File: src/rtl/alu_pkg.sv
// Shared definitions for the ALU result path: source-unit type codes and the
// side-band fields stored next to each queued result.
package alu_pkg;

    // Source unit codes; these line up with ALU_FUN[3:2].
    localparam logic [1:0] ARITH_T = 2'b00;
    localparam logic [1:0] LOGIC_T = 2'b01;
    localparam logic [1:0] CMP_T   = 2'b10;
    localparam logic [1:0] SHIFT_T = 2'b11;

    // Per-entry side-band: carry (arith only) and source type.
    // A queue entry is {data, res_meta_t} with data in the upper bits.
    typedef struct packed {
        logic       carry;
        logic [1:0] rtype;
    } res_meta_t;

    localparam int unsigned META_W = $bits(res_meta_t);

endpackage : alu_pkg

File: src/rtl/result_fifo.sv
// First-word fall-through FIFO with registered occupancy count. A push while
// full is accepted only when a pop happens in the same cycle.
module result_fifo #(
    parameter int unsigned Width = 35,
    parameter int unsigned Depth = 4,
    localparam int unsigned AddrW = $clog2(Depth),
    localparam int unsigned PtrW  = AddrW + 1
) (
    input  logic             clk_i,
    input  logic             rst_ni,
    input  logic             push_i,
    input  logic [Width-1:0] wdata_i,
    input  logic             pop_i,
    output logic [Width-1:0] rdata_o,
    output logic             full_o,
    output logic             empty_o,
    output logic [PtrW-1:0]  count_o
);

    logic [Width-1:0] mem_q [Depth];
    logic [PtrW-1:0]  wr_ptr_q, wr_ptr_d;
    logic [PtrW-1:0]  rd_ptr_q, rd_ptr_d;
    logic [PtrW-1:0]  count_q, count_d;
    logic             push_ok;
    logic             pop_ok;

    // Full/empty from the extra pointer MSB; accept/ptr/count next-state.
    always_comb begin
        empty_o  = (wr_ptr_q == rd_ptr_q);
        full_o   = (wr_ptr_q[AddrW-1:0] == rd_ptr_q[AddrW-1:0]) &&
                   (wr_ptr_q[AddrW] != rd_ptr_q[AddrW]);
        pop_ok   = pop_i && !empty_o;
        push_ok  = push_i && (!full_o || pop_ok);
        wr_ptr_d = push_ok ? wr_ptr_q + PtrW'(1) : wr_ptr_q;
        rd_ptr_d = pop_ok  ? rd_ptr_q + PtrW'(1) : rd_ptr_q;
        count_d  = count_q;
        if (push_ok && !pop_ok) begin
            count_d = count_q + PtrW'(1);
        end else if (pop_ok && !push_ok) begin
            count_d = count_q - PtrW'(1);
        end
    end

    // Pointer and count registers; reset discards any queued contents.
    always_ff @(posedge clk_i or negedge rst_ni) begin
        if (!rst_ni) begin
            wr_ptr_q <= '0;
            rd_ptr_q <= '0;
            count_q  <= '0;
        end else begin
            wr_ptr_q <= wr_ptr_d;
            rd_ptr_q <= rd_ptr_d;
            count_q  <= count_d;
        end
    end

    // Storage; cleared on reset so the head reads 0 straight out of reset.
    always_ff @(posedge clk_i or negedge rst_ni) begin
        if (!rst_ni) begin
            for (int i = 0; i < int'(Depth); i++) begin
                mem_q[i] <= '0;
            end
        end else if (push_ok) begin
            mem_q[wr_ptr_q[AddrW-1:0]] <= wdata_i;
        end
    end

    assign rdata_o = mem_q[rd_ptr_q[AddrW-1:0]];
    assign count_o = count_q;

endmodule : result_fifo

File: src/rtl/alu_result_collector.sv
// Collects the single active ALU unit result each cycle, widens it to the
// arithmetic width and queues it for a valid/ready consumer. Reports dropped
// results and flag collisions through sticky error bits.
module alu_result_collector
    import alu_pkg::*;
#(
    parameter int unsigned IN_DATA_WIDTH  = 16,
    parameter int unsigned OUT_DATA_WIDTH = 2 * IN_DATA_WIDTH,
    parameter int unsigned FIFO_DEPTH     = 4,
    localparam int unsigned CntW = $clog2(FIFO_DEPTH) + 1
) (
    input  logic                      CLK,
    input  logic                      RST,
    input  logic [OUT_DATA_WIDTH-1:0] Arith_OUT,
    input  logic                      Carry_OUT,
    input  logic                      Arith_Flag,
    input  logic [IN_DATA_WIDTH-1:0]  Logic_OUT,
    input  logic                      Logic_Flag,
    input  logic [IN_DATA_WIDTH-1:0]  CMP_OUT,
    input  logic                      CMP_Flag,
    input  logic [IN_DATA_WIDTH-1:0]  Shift_OUT,
    input  logic                      Shift_Flag,
    output logic [OUT_DATA_WIDTH-1:0] RES_DATA,
    output logic                      RES_CARRY,
    output logic [1:0]                RES_TYPE,
    output logic                      RES_VALID,
    input  logic                      RES_READY,
    input  logic                      CLR_ERR,
    output logic [CntW-1:0]           FIFO_COUNT,
    output logic                      OVERFLOW,
    output logic                      MULTI_ERR
);

    localparam int unsigned EntryW = OUT_DATA_WIDTH + META_W;
    localparam int unsigned PadW   = OUT_DATA_WIDTH - IN_DATA_WIDTH;

    logic [OUT_DATA_WIDTH-1:0] sel_data;
    res_meta_t                 sel_meta;
    res_meta_t                 head_meta;
    logic [EntryW-1:0]         wr_entry;
    logic [EntryW-1:0]         rd_entry;
    logic                      push;
    logic                      pop;
    logic                      fifo_full;
    logic                      fifo_empty;
    logic                      multi_evt;
    logic                      ovf_evt;
    logic                      overflow_q, overflow_d;
    logic                      multi_q, multi_d;

    // Priority select Arith > Logic > CMP > Shift, zero-extending narrow units.
    always_comb begin
        sel_data       = '0;
        sel_meta.carry = 1'b0;
        sel_meta.rtype = SHIFT_T;
        if (Arith_Flag) begin
            sel_data       = Arith_OUT;
            sel_meta.carry = Carry_OUT;
            sel_meta.rtype = ARITH_T;
        end else if (Logic_Flag) begin
            sel_data       = {{PadW{1'b0}}, Logic_OUT};
            sel_meta.rtype = LOGIC_T;
        end else if (CMP_Flag) begin
            sel_data       = {{PadW{1'b0}}, CMP_OUT};
            sel_meta.rtype = CMP_T;
        end else if (Shift_Flag) begin
            sel_data       = {{PadW{1'b0}}, Shift_OUT};
            sel_meta.rtype = SHIFT_T;
        end
    end

    // Handshake and error-event detection; a set event beats a same-cycle clear.
    always_comb begin
        push       = Arith_Flag | Logic_Flag | CMP_Flag | Shift_Flag;
        pop        = RES_VALID & RES_READY;
        multi_evt  = (32'(Arith_Flag) + 32'(Logic_Flag) + 32'(CMP_Flag) +
                      32'(Shift_Flag)) > 32'd1;
        ovf_evt    = push & fifo_full & ~pop;
        overflow_d = (overflow_q & ~CLR_ERR) | ovf_evt;
        multi_d    = (multi_q & ~CLR_ERR) | multi_evt;
    end

    // Sticky error registers.
    always_ff @(posedge CLK or negedge RST) begin
        if (!RST) begin
            overflow_q <= 1'b0;
            multi_q    <= 1'b0;
        end else begin
            overflow_q <= overflow_d;
            multi_q    <= multi_d;
        end
    end

    assign wr_entry = {sel_data, sel_meta};

    result_fifo #(
        .Width (EntryW),
        .Depth (FIFO_DEPTH)
    ) u_fifo (
        .clk_i   (CLK),
        .rst_ni  (RST),
        .push_i  (push),
        .wdata_i (wr_entry),
        .pop_i   (pop),
        .rdata_o (rd_entry),
        .full_o  (fifo_full),
        .empty_o (fifo_empty),
        .count_o (FIFO_COUNT)
    );

    assign head_meta = res_meta_t'(rd_entry[META_W-1:0]);
    assign RES_DATA  = rd_entry[EntryW-1:META_W];
    assign RES_CARRY = head_meta.carry;
    assign RES_TYPE  = head_meta.rtype;
    assign RES_VALID = ~fifo_empty;
    assign OVERFLOW  = overflow_q;
    assign MULTI_ERR = multi_q;

endmodule : alu_result_collector

File: config.mk
export PLATFORM = sky130hd
export DESIGN_NAME = alu_result_collector
export DESIGN_NICKNAME = d
export VERILOG_FILES = /design/src/rtl/alu_pkg.sv /design/src/rtl/result_fifo.sv /design/src/rtl/alu_result_collector.sv
export SDC_FILE = /design/constraint.sdc
export NUM_CORES = 1
export LEC_CHECK = 0
export BUFFER_PORTS_ARGS = -buffer_cell sky130_fd_sc_hd__buf_2
export CORE_UTILIZATION = 40
export CTS_CLUSTER_DIAMETER = 40
export DETAILED_ROUTE_END_ITERATION = 10
export GPL_ROUTABILITY_DRIVEN = 0
export SKIP_LAST_GASP = 1
export SYNTH_ARGS = -nofsm -noshare
export SYNTH_HDL_FRONTEND = slang
export SYNTH_HIERARCHICAL = 1
export SYNTH_SLANG_ARGS = --single-unit
File: constraint.sdc
create_clock -name CLK -period 4.3 [get_ports CLK]
set_input_delay 1.29 -clock CLK [delete_from_list [all_inputs] [get_ports CLK]]
set_output_delay 1.29 -clock CLK [all_outputs]
set_load 0.05 [all_outputs]
==> reports/metrics.yaml, run 1 <==
placed_design:
  placed_area_um2: 8600
  portBuffers: 129
  preCtsSetupSlack_ns: 0.714
  dp_hpwl_mm: 11.3
  dp.cells: 887
sta:
  fin_crit_sh: 0.844
  relSlewSlack: 0.322
  finalHoldViolCount: 0
  fin_setup_tns_ns: 0
  slew_violations: 0
  fin_skew_ns: 0.00685
  layout_setup_ws_ns: 0.672
  post-route-min-period_ns: 3.63
  setup_viol: 0
  worst_hold_slack_ns: 0.465
  worst_pin_slew_ns: 1.02
  rsz0062_at_grt: "false"
  fmax_ghz: 0.276
final_layout:
  design_area_um2: 9180
  area_growth_pct: 18.5
  antenna_cells: 0
  fin_nets: 744
  drive_gt1_frac: 0.538
  stdcell_count: 918
floorplan:
  row_count: 50
  fp.dieW_um: 141
  die_h_um: 141
  io_pins: 130
  core_area_um2: 18800
  start_util: 0.411
  dieArea_um2: 19900
min_path:
  hold_class: "register to register"
  whs_endpoint: "u_fifo/count_o[2]"
  hp-start: "u_fifo/count_o[2]"
  hold_path_depth: 1
logic_synthesis:
  ys_warn_count: 6
  synth_seq_cells: 151
  ys_seq_area_frac: 0.488
  avgSynthCellArea_um2: 15.0
  synth.distinct_cells: 36
  syn-instance-count: 518
  synth_area_um2: 7750
  syn-num-nets: 616
drt:
  wl_per_cell_um: 18.7
  via_per_inst: 5.26
  first_pass_iters: 4
  ant_nets: 0
  drtIter0Drc: 188
  totalWireLength_mm: 17.2
  post-route-drc-count: 0
  dr_total_vias: 4825
clock_tree:
  cts_max_level: 4
  clock_sink_count: 151
  cts-hold-fix-buffers: 0
  cts_tree: "yes"
  numCtsBuffers: 17
  cts_root_buffer: "clkbuf_16"
  cts_resized: 0
  clock_path_buffers: 2
  insertion_delay_ns: 0.41
  clk_pin_slew_ns: 0.06
  cts_setup_buffers: 0
critical_path:
  path_class: "register to primary output"
  worstRegToRegCells: 11
  cp-end-kind: "primary output"
  required_ns: 3.01
  r2r-end: "u_fifo/count_o[1]"
  reg2reg_slack_ns: 0.93
  crit_arrival_ns: 2.34
  regToRegStartpoint: "u_fifo/wr_ptr_q[0]"
  startpoint_type: "register"
  path_max_fanout: 37
pwr:
  cellPowerDensity_nw_per_um2: 909
  leakage_nw: 4.22
  ir_drop_v: 0.000372
outcome:
  outcome: "finished, final reports clean"
global_route:
  grtUsageTotal: 0.184
  antenna_found_initial: 0
  gr-total-overflow: 0
  grt_pass1_vias: 5122
  grt_start_max_net_pins: 113
  grt_pass1_wl_mm: 27.5
run:
  maxCapViolCount: 0
[critical path, cell delays in order, from the launching register on]
cell and delay (ns):
dfrtp_2 0.38, buf_4 0.65, mux4_2 0.64, buf_2 0.24
[sequential cells by signal, indices dropped and copies added (netlist names)]
register / count
OVERFLOW: 1
u_fifo/wr_ptr_q: 3
u_fifo/mem_q: 140
u_fifo/count_o: 3
MULTI_ERR: 1
u_fifo/rd_ptr_q: 3
[cells in the mapped netlist]
master / number / area (um^2)
nor2_1: 3 / 11.3
buf_2: 9 / 45.0
xnor2_1: 4 / 35.0
o211ai_1: 1 / 7.51
or3b_4: 1 / 11.3
dfrtp_1: 151 / 3780
inv_1: 29 / 109
mux4_2: 35 / 788
xor2_1: 3 / 26.3
buf_6: 13 / 146
nand3b_1: 16 / 120
xor2_2: 2 / 32.5
o41ai_4: 4 / 110
clkbuf_1: 11 / 41.3
a21oi_1: 17 / 85.1
and2_1: 21 / 131
or2_2: 1 / 6.26
nand2_1: 2 / 7.51
fa_1: 2 / 40.0
nand3_1: 1 / 5.00
nand4bb_1: 16 / 180
buf_1: 1 / 3.75
nand2b_1: 1 / 6.26
o2111ai_1: 1 / 8.76
mux2_4: 29 / 435
mux2_2: 107 / 1200
a32o_1: 1 / 10.0
ha_1: 7 / 87.6
o31ai_1: 1 / 7.51
xnor2_2: 1 / 16.3
buf_4: 1 / 7.51
clkbuf_2: 1 / 5.00
mux2_1: 7 / 78.8
a32oi_1: 16 / 140
o221ai_1: 1 / 8.76
o41ai_1: 1 / 8.76
[metrics by stage]
stage               power, mW  utilization
finish                   8.34        0.487
global route             8.78        0.487
CTS                      8.45        0.487
detailed placement       6.95        0.457
global placement         6.83        0.457
floorplan                6.03            -
[cell families (layout without fill, tap and decap cells)]
logic type,Yosys count,count (layout),share of synthesized area
xor gates and xnor gates,10,10,0.0142
buffers and inverters,65,205,0.0462
AOI/OAI and AO/OA,43,43,0.0499
DFF,151,151,0.488
adders and majority gates,9,9,0.0165
muxes,178,178,0.324
and+or+nand+nor,62,62,0.0619
[cell type report]
| type | count | area, um^2 |
|---|---|---|
| fill | 1659 | 9650 |
| tap | 260 | 325 |
| timing repair buffer | 145 | 772 |
| sequential | 151 | 3780 |
| inverter | 29 | 109 |
| multi-input combinational | 302 | 3610 |
| clock inverter | 9 | 126 |
| clock buffer | 22 | 454 |
[report_power, final]
group          internal (mW)  switching [mW]
logic                   1.87            2.58
registers               2.08           0.337
clock network          0.921           0.549
total                   4.88            3.46
[routing by layer]
layer,global-route usage,vias to the layer above,part of all wire
met5,0,-,0
met4,0.0578,0,0.013
met3,0.0547,20,0.056
met2,0.305,163,0.49
met1,0.231,2467,0.44
li1,-,2175,-
[cells in the final DEF (no fill, tap or decap), drive strengths merged]
cell / count
o221ai: 1
xnor2: 5
a21oi: 17
o41ai: 5
nor2: 3
inv: 29
bufinv: 3
nand2b: 1
o211ai: 1
nand4bb: 16
and2: 21
dfrtp: 151
nand3: 1
o31ai: 1
clkinv: 5
or2: 1
mux4: 35
clkbuf: 22
clkinvlp: 1
or3b: 1
nand2: 2
xor2: 5
fa: 2
a32oi: 16
o2111ai: 1
nand3b: 16
mux2: 143
a32o: 1
buf: 145
ha: 7
[worst max-delay path by stage]
stage | from | end | cells after the start
2_1_floorplan | Arith_Flag | u_fifo/count_o[2] | 13
4_1_cts | u_fifo/rd_ptr_q[0] | RES_DATA[0] | 3
3_5_place_dp | Logic_Flag | u_fifo/count_o[1] | 10
6_report | u_fifo/rd_ptr_q[0] | RES_DATA[0] | 3
5_1_grt | u_fifo/rd_ptr_q[0] | RES_DATA[0] | 3
3_3_place_gp | Logic_Flag | u_fifo/count_o[1] | 10
(Power assumes the default switching activity.)
==> run 2: changes to the inputs <==
==> constraint.sdc (replaced) <==
create_clock -name CLK -period 3.4 [get_ports CLK]
set_input_delay 1.02 -clock CLK [delete_from_list [all_inputs] [get_ports CLK]]
set_output_delay 1.02 -clock CLK [all_outputs]
set_load 0.05 [all_outputs]
==> run 2 against run 1 <==
Routed wire length increased by 1.5%; power increased by 28%; clock skew about the same; sequential power increased by 27%; largest power group unchanged.
==> reports/metrics.yaml, run 2 (synthesized netlist as in run 1, its figures left out) <==
outcome:
  outcome: "finished, final reports clean"
critical_path:
  path_max_fanout: 5
  cpLargestDelayFamily: "compound AO/OA/AOI/OAI gates"
  crit_top_cell: "inv_1"
  path_class: "register to register"
  required_ns: 3.71
  path_cells: "xor2_2 > or2_2 > nor2_1 > nand2b_1 > inv_1 > o41ai_1 > inv_1 > ha_1 > inv_1 > fa_1 > mux2_2"
  crit_arrival_ns: 3.54
  critPathBufInv: 3
  cp-end-kind: "register"
  critPathSlowestCell: "o41ai_1"
  max_stage_delay_ns: 0.68
  startpoint_type: "register"
floorplan:
  row_count: 50
  fp.dieW_um: 141
  io_pins: 130
  core_area_um2: 18800
  die_h_um: 141
  start_util: 0.411
  dieArea_um2: 19900
sta:
  finalHoldViolCount: 0
  fin_skew_ns: 0.00713
  fmax_ghz: 0.309
  fin_crit_sh: 0.951
  rsz0062_at_grt: "false"
  fin_setup_tns_ns: 0
  relSlewSlack: 0.452
  setup_viol: 0
  worst_pin_slew_ns: 0.819
  slew_violations: 0
  post-route-min-period_ns: 3.23
final_layout:
  largest_reg_flops: 140
  area_growth_pct: 20.0
  n_fill_cell: 1622
  final_common_cell: "dfrtp_1"
  final_cell_mix: "dfrtp_1, buf_2, mux2_2"
  antenna_cells: 0
  drive_gt1_frac: 0.542
  top_register: "u_fifo/mem_q"
  fin_nets: 748
  design_area_um2: 9300
clock_tree:
  clock_path_buffers: 2
  cts_tree: "yes"
  insertion_delay_ns: 0.43
  clk_pin_slew_ns: 0.06
  cts-hold-fix-buffers: 0
  cts_setup_buffers: 0
  cts_max_level: 4
  cts_root_buffer: "clkbuf_16"
  numCtsBuffers: 17
  clock_sink_count: 151
drt:
  totalWireLength_mm: 17.4
  drtIter0Drc: 196
  wl_per_cell_um: 18.9
  first_pass_iters: 4
  ant_nets: 0
  via_per_inst: 5.23
  post-route-drc-count: 0
  dr_total_vias: 4823
global_route:
  grt_pass1_wl_mm: 27.7
  grt_pass1_vias: 5215
  grtUsageTotal: 0.186
  gr-total-overflow: 0
  grt_start_max_net_pins: 59
  antenna_found_initial: 0
pwr:
  ir_drop_v: 0.000387
  cellPowerDensity_nw_per_um2: 1150
  leakage_nw: 4.28
placed_design:
  dp_hpwl_mm: 11.7
  placed_area_um2: 8730
  portBuffers: 129
run:
  maxCapViolCount: 0
min_path:
  hold_class: "register to register"
run 2: changes by cell type in the layout (fill, tap and decap cells not counted):
cell | previous run | this run
buf_4 | 16 | 11
buf_6 | 1 | 2
bufinv_16 | 3 | 2
clkinv_2 | 4 | 5
buf_12 | 0 | 8
clkbuf_8 | 1 | 2
clkbuf_1 | 4 | 3
run 2: area by class of cell:
cell class,instances,area [um^2],area share
flip-flops and latches,151,3780,0.407
multi-input cells,302,3610,0.388
repair buffers,149,906,0.0974
clock buffers,22,464,0.0499
well taps,260,325,0.0350
inverters,29,109,0.0117
clock inverters,9,101,0.0109
run 2: timing repair:
item / CTS / global route
resized for setup: 1 / 0
endpoints found under the setup margin: 5 / 0
hold endpoints to repair: 0 / 0
run 2: power by group:
| part | switching (mW) | internal, mW | total, mW |
|---|---|---|---|
| Clock | 0.698 | 1.11 | 1.81 |
| Sequential | 0.441 | 2.64 | 3.08 |
| Combinational | 3.30 | 2.53 | 5.82 |
| Total | 4.44 | 6.27 | 10.7 |
run 2: metrics by stage:
stage | util | hold WS (ns) | cells | total power, mW | worst slack (ns)
after detailed placement | 0.464 | 0.457 | 891 | 8.99 | 0.0914
after global placement | 0.464 | 0.455 | 891 | 8.82 | 0.138
after floorplan | - | 0.459 | 518 | 7.63 | 0.0507
after global routing | 0.494 | 0.486 | 922 | 11.3 | 0.00971
after CTS | 0.494 | 0.468 | 922 | 10.8 | 0.156
final | 0.494 | 0.470 | 922 | 10.7 | 0.168
run 2: routing by layer:
| metal | GRT usage | wire length [um] |
|---|---|---|
| met3 | 0.0445 | 905 |
| met5 | 0 | 0 |
| met2 | 0.309 | 8550 |
| met4 | 0.0664 | 243 |
| met1 | 0.236 | 7730 |
run 2: worst paths after layout:
check | startpoint | end | slack [ns] | depth (start not counted)
min in group asynchronous | RST | OVERFLOW | 0.57 | 1
min | u_fifo/count_o[2] | u_fifo/count_o[2] | 0.47 | 1
min reg2reg | u_fifo/count_o[2] | u_fifo/count_o[2] | 0.47 | 1
max reg2reg | u_fifo/wr_ptr_q[0] | u_fifo/count_o[1] | 0.17 | 11
max in group asynchronous | RST | u_fifo/rd_ptr_q[1] | 2.07 | 2
max | u_fifo/wr_ptr_q[0] | u_fifo/count_o[1] | 0.17 | 11
==> run 3: changes to the inputs <==
--- a/config.mk
+++ b/config.mk
@@ -10,6 +10,7 @@
 export CTS_CLUSTER_DIAMETER = 40
 export DETAILED_ROUTE_END_ITERATION = 10
 export GPL_ROUTABILITY_DRIVEN = 0
+export SETUP_SLACK_MARGIN = 0.4
 export SKIP_LAST_GASP = 1
 export SYNTH_ARGS = -nofsm -noshare
 export SYNTH_HDL_FRONTEND = slang
==> run 3 against run 2 <==
Die area unchanged; non-clock buffer count increased by 12; critical endpoint is now RES_DATA[26]; clock-buffer cell count increased by 2.
==> reports/metrics.yaml, run 3 (synthesized netlist as in run 1, its figures left out) <==
final_layout:
  top_register: "u_fifo/mem_q"
  drive_gt1_frac: 0.569
  antenna_cells: 0
  largest_reg_flops: 140
  final_cell_mix: "dfrtp_1, mux2_2, buf_2"
  final_common_cell: "dfrtp_1"
  fin_nets: 760
  area_growth_pct: 26.9
pwr:
  cellPowerDensity_nw_per_um2: 1200
  ir_drop_v: 0.000478
  leakage_nw: 4.48
sta:
  rsz0062_at_grt: "true"
  relSlewSlack: 0.538
  finalHoldViolCount: 0
  fin_skew_ns: 0.00798
  fmax_ghz: 0.334
  slew_violations: 0
  worst_hold_slack_ns: 0.463
  worst_pin_slew_ns: 0.689
  setup_viol: 0
  post-route-min-period_ns: 2.99
  fin_crit_sh: 0.880
  fin_setup_tns_ns: 0
floorplan:
  core_area_um2: 18800
  io_pins: 130
  fp.dieW_um: 141
  row_count: 50
  dieArea_um2: 19900
  die_h_um: 141
  start_util: 0.411
global_route:
  grt_start_max_net_pins: 63
  grt_pass1_wl_mm: 29.0
  grtUsageTotal: 0.193
  gr-total-overflow: 0
  antenna_found_initial: 0
  grt_pass1_vias: 5301
clock_tree:
  clock_sink_count: 151
  clk_pin_slew_ns: 0.06
  clock_path_buffers: 2
  cts_tree: "yes"
  numCtsBuffers: 17
  cts_max_level: 4
  insertion_delay_ns: 0.42
  cts_root_buffer: "clkbuf_16"
critical_path:
  required_ns: 2.38
  path_class: "register to primary output"
  path_max_fanout: 8
  cp-end-kind: "primary output"
  startpoint_type: "register"
  crit_arrival_ns: 1.97
drt:
  wl_per_cell_um: 19.5
  ant_nets: 0
  via_per_inst: 5.25
  first_pass_iters: 4
  totalWireLength_mm: 18.2
  dr_total_vias: 4911
  drtIter0Drc: 219
  post-route-drc-count: 0
placed_design:
  dp_hpwl_mm: 11.4
  portBuffers: 129
min_path:
  hold_class: "register to register"
run:
  maxCapViolCount: 0
outcome:
  outcome: "finished, final reports clean"
## run 3: cell types whose count changed in the layout (fill, tap and decap cells not counted), moves of 3 or more
cell,previous run,this run
buf_6,2,19
clkinv_2,5,2
buf_2,128,93
buf_4,11,36
inv_1,29,25
bufinv_16,2,6
## run 3: path summary, 6_finish.rpt
kind,startpoint,end,cells past startpoint,slack (ns)
hold reg to reg,u_fifo/count_o[2],u_fifo/count_o[2],1,0.46
setup / recovery,u_fifo/rd_ptr_q[0],RES_DATA[26],5,0.41
hold / removal,u_fifo/count_o[2],u_fifo/count_o[2],1,0.46
min in group asynchronous,RST,OVERFLOW,1,0.58
setup reg to reg,u_fifo/rd_ptr_q[0],u_fifo/count_o[1],12,0.60
max in group asynchronous,RST,u_fifo/rd_ptr_q[0],2,2.07
## run 3: timing repair
item,in CTS,in global routing
endpoints found under the setup margin,147,67
gates resized for setup,34,60
cloned,1,1
buffers inserted,15,0
hold buffers,0,0
pin swaps,7,4
## run 3: stage by stage
stage | setup slack, ns | util | cells | area [um^2] | power, mW
final | 0.408 | 0.522 | 935 | 9830 | 11.8
after global routing | 0.335 | 0.522 | 935 | 9830 | 12.4
after CTS | 0.313 | 0.515 | 934 | 9700 | 11.6
after detailed placement | 0.188 | 0.463 | 886 | 8720 | 8.93
after global placement | 0.266 | 0.463 | 886 | 8720 | 8.75
after floorplan | 0.354 | - | 518 | 7860 | 7.72
## run 3: layer usage
metal | wire [um] | vias up | track usage
li1 | - | 2210 | -
met1 | 8220 | 2534 | 0.256
met2 | 8710 | 148 | 0.311
met3 | 1020 | 19 | 0.0482
met4 | 243 | 0 | 0.0646
met5 | 0 | - | 0
## run 3: critical path, cell delays in order (launching register included)
cell and delay (ns):
dfrtp_2 0.46, buf_12 0.13, buf_16 0.11, buf_12 0.14, mux4_2 0.53, buf_6 0.17
## run 3: report_power, final
part | switching (mW) | leakage (nW) | internal, mW
registers | 0.470 | 1.85 | 2.64
clock network | 0.703 | 0.334 | 1.45
logic | 3.45 | 2.29 | 3.11
## run 3: area by class of cell
cell class                 instances  area [um^2]
clock buffer                      24          492
sequential                       151         3780
fill                            1572         9000
timing repair buffer             161         1230
inverter                          29          123
clock inverter                     8          190
multi-input combinational        302         3690
tap                              260          325
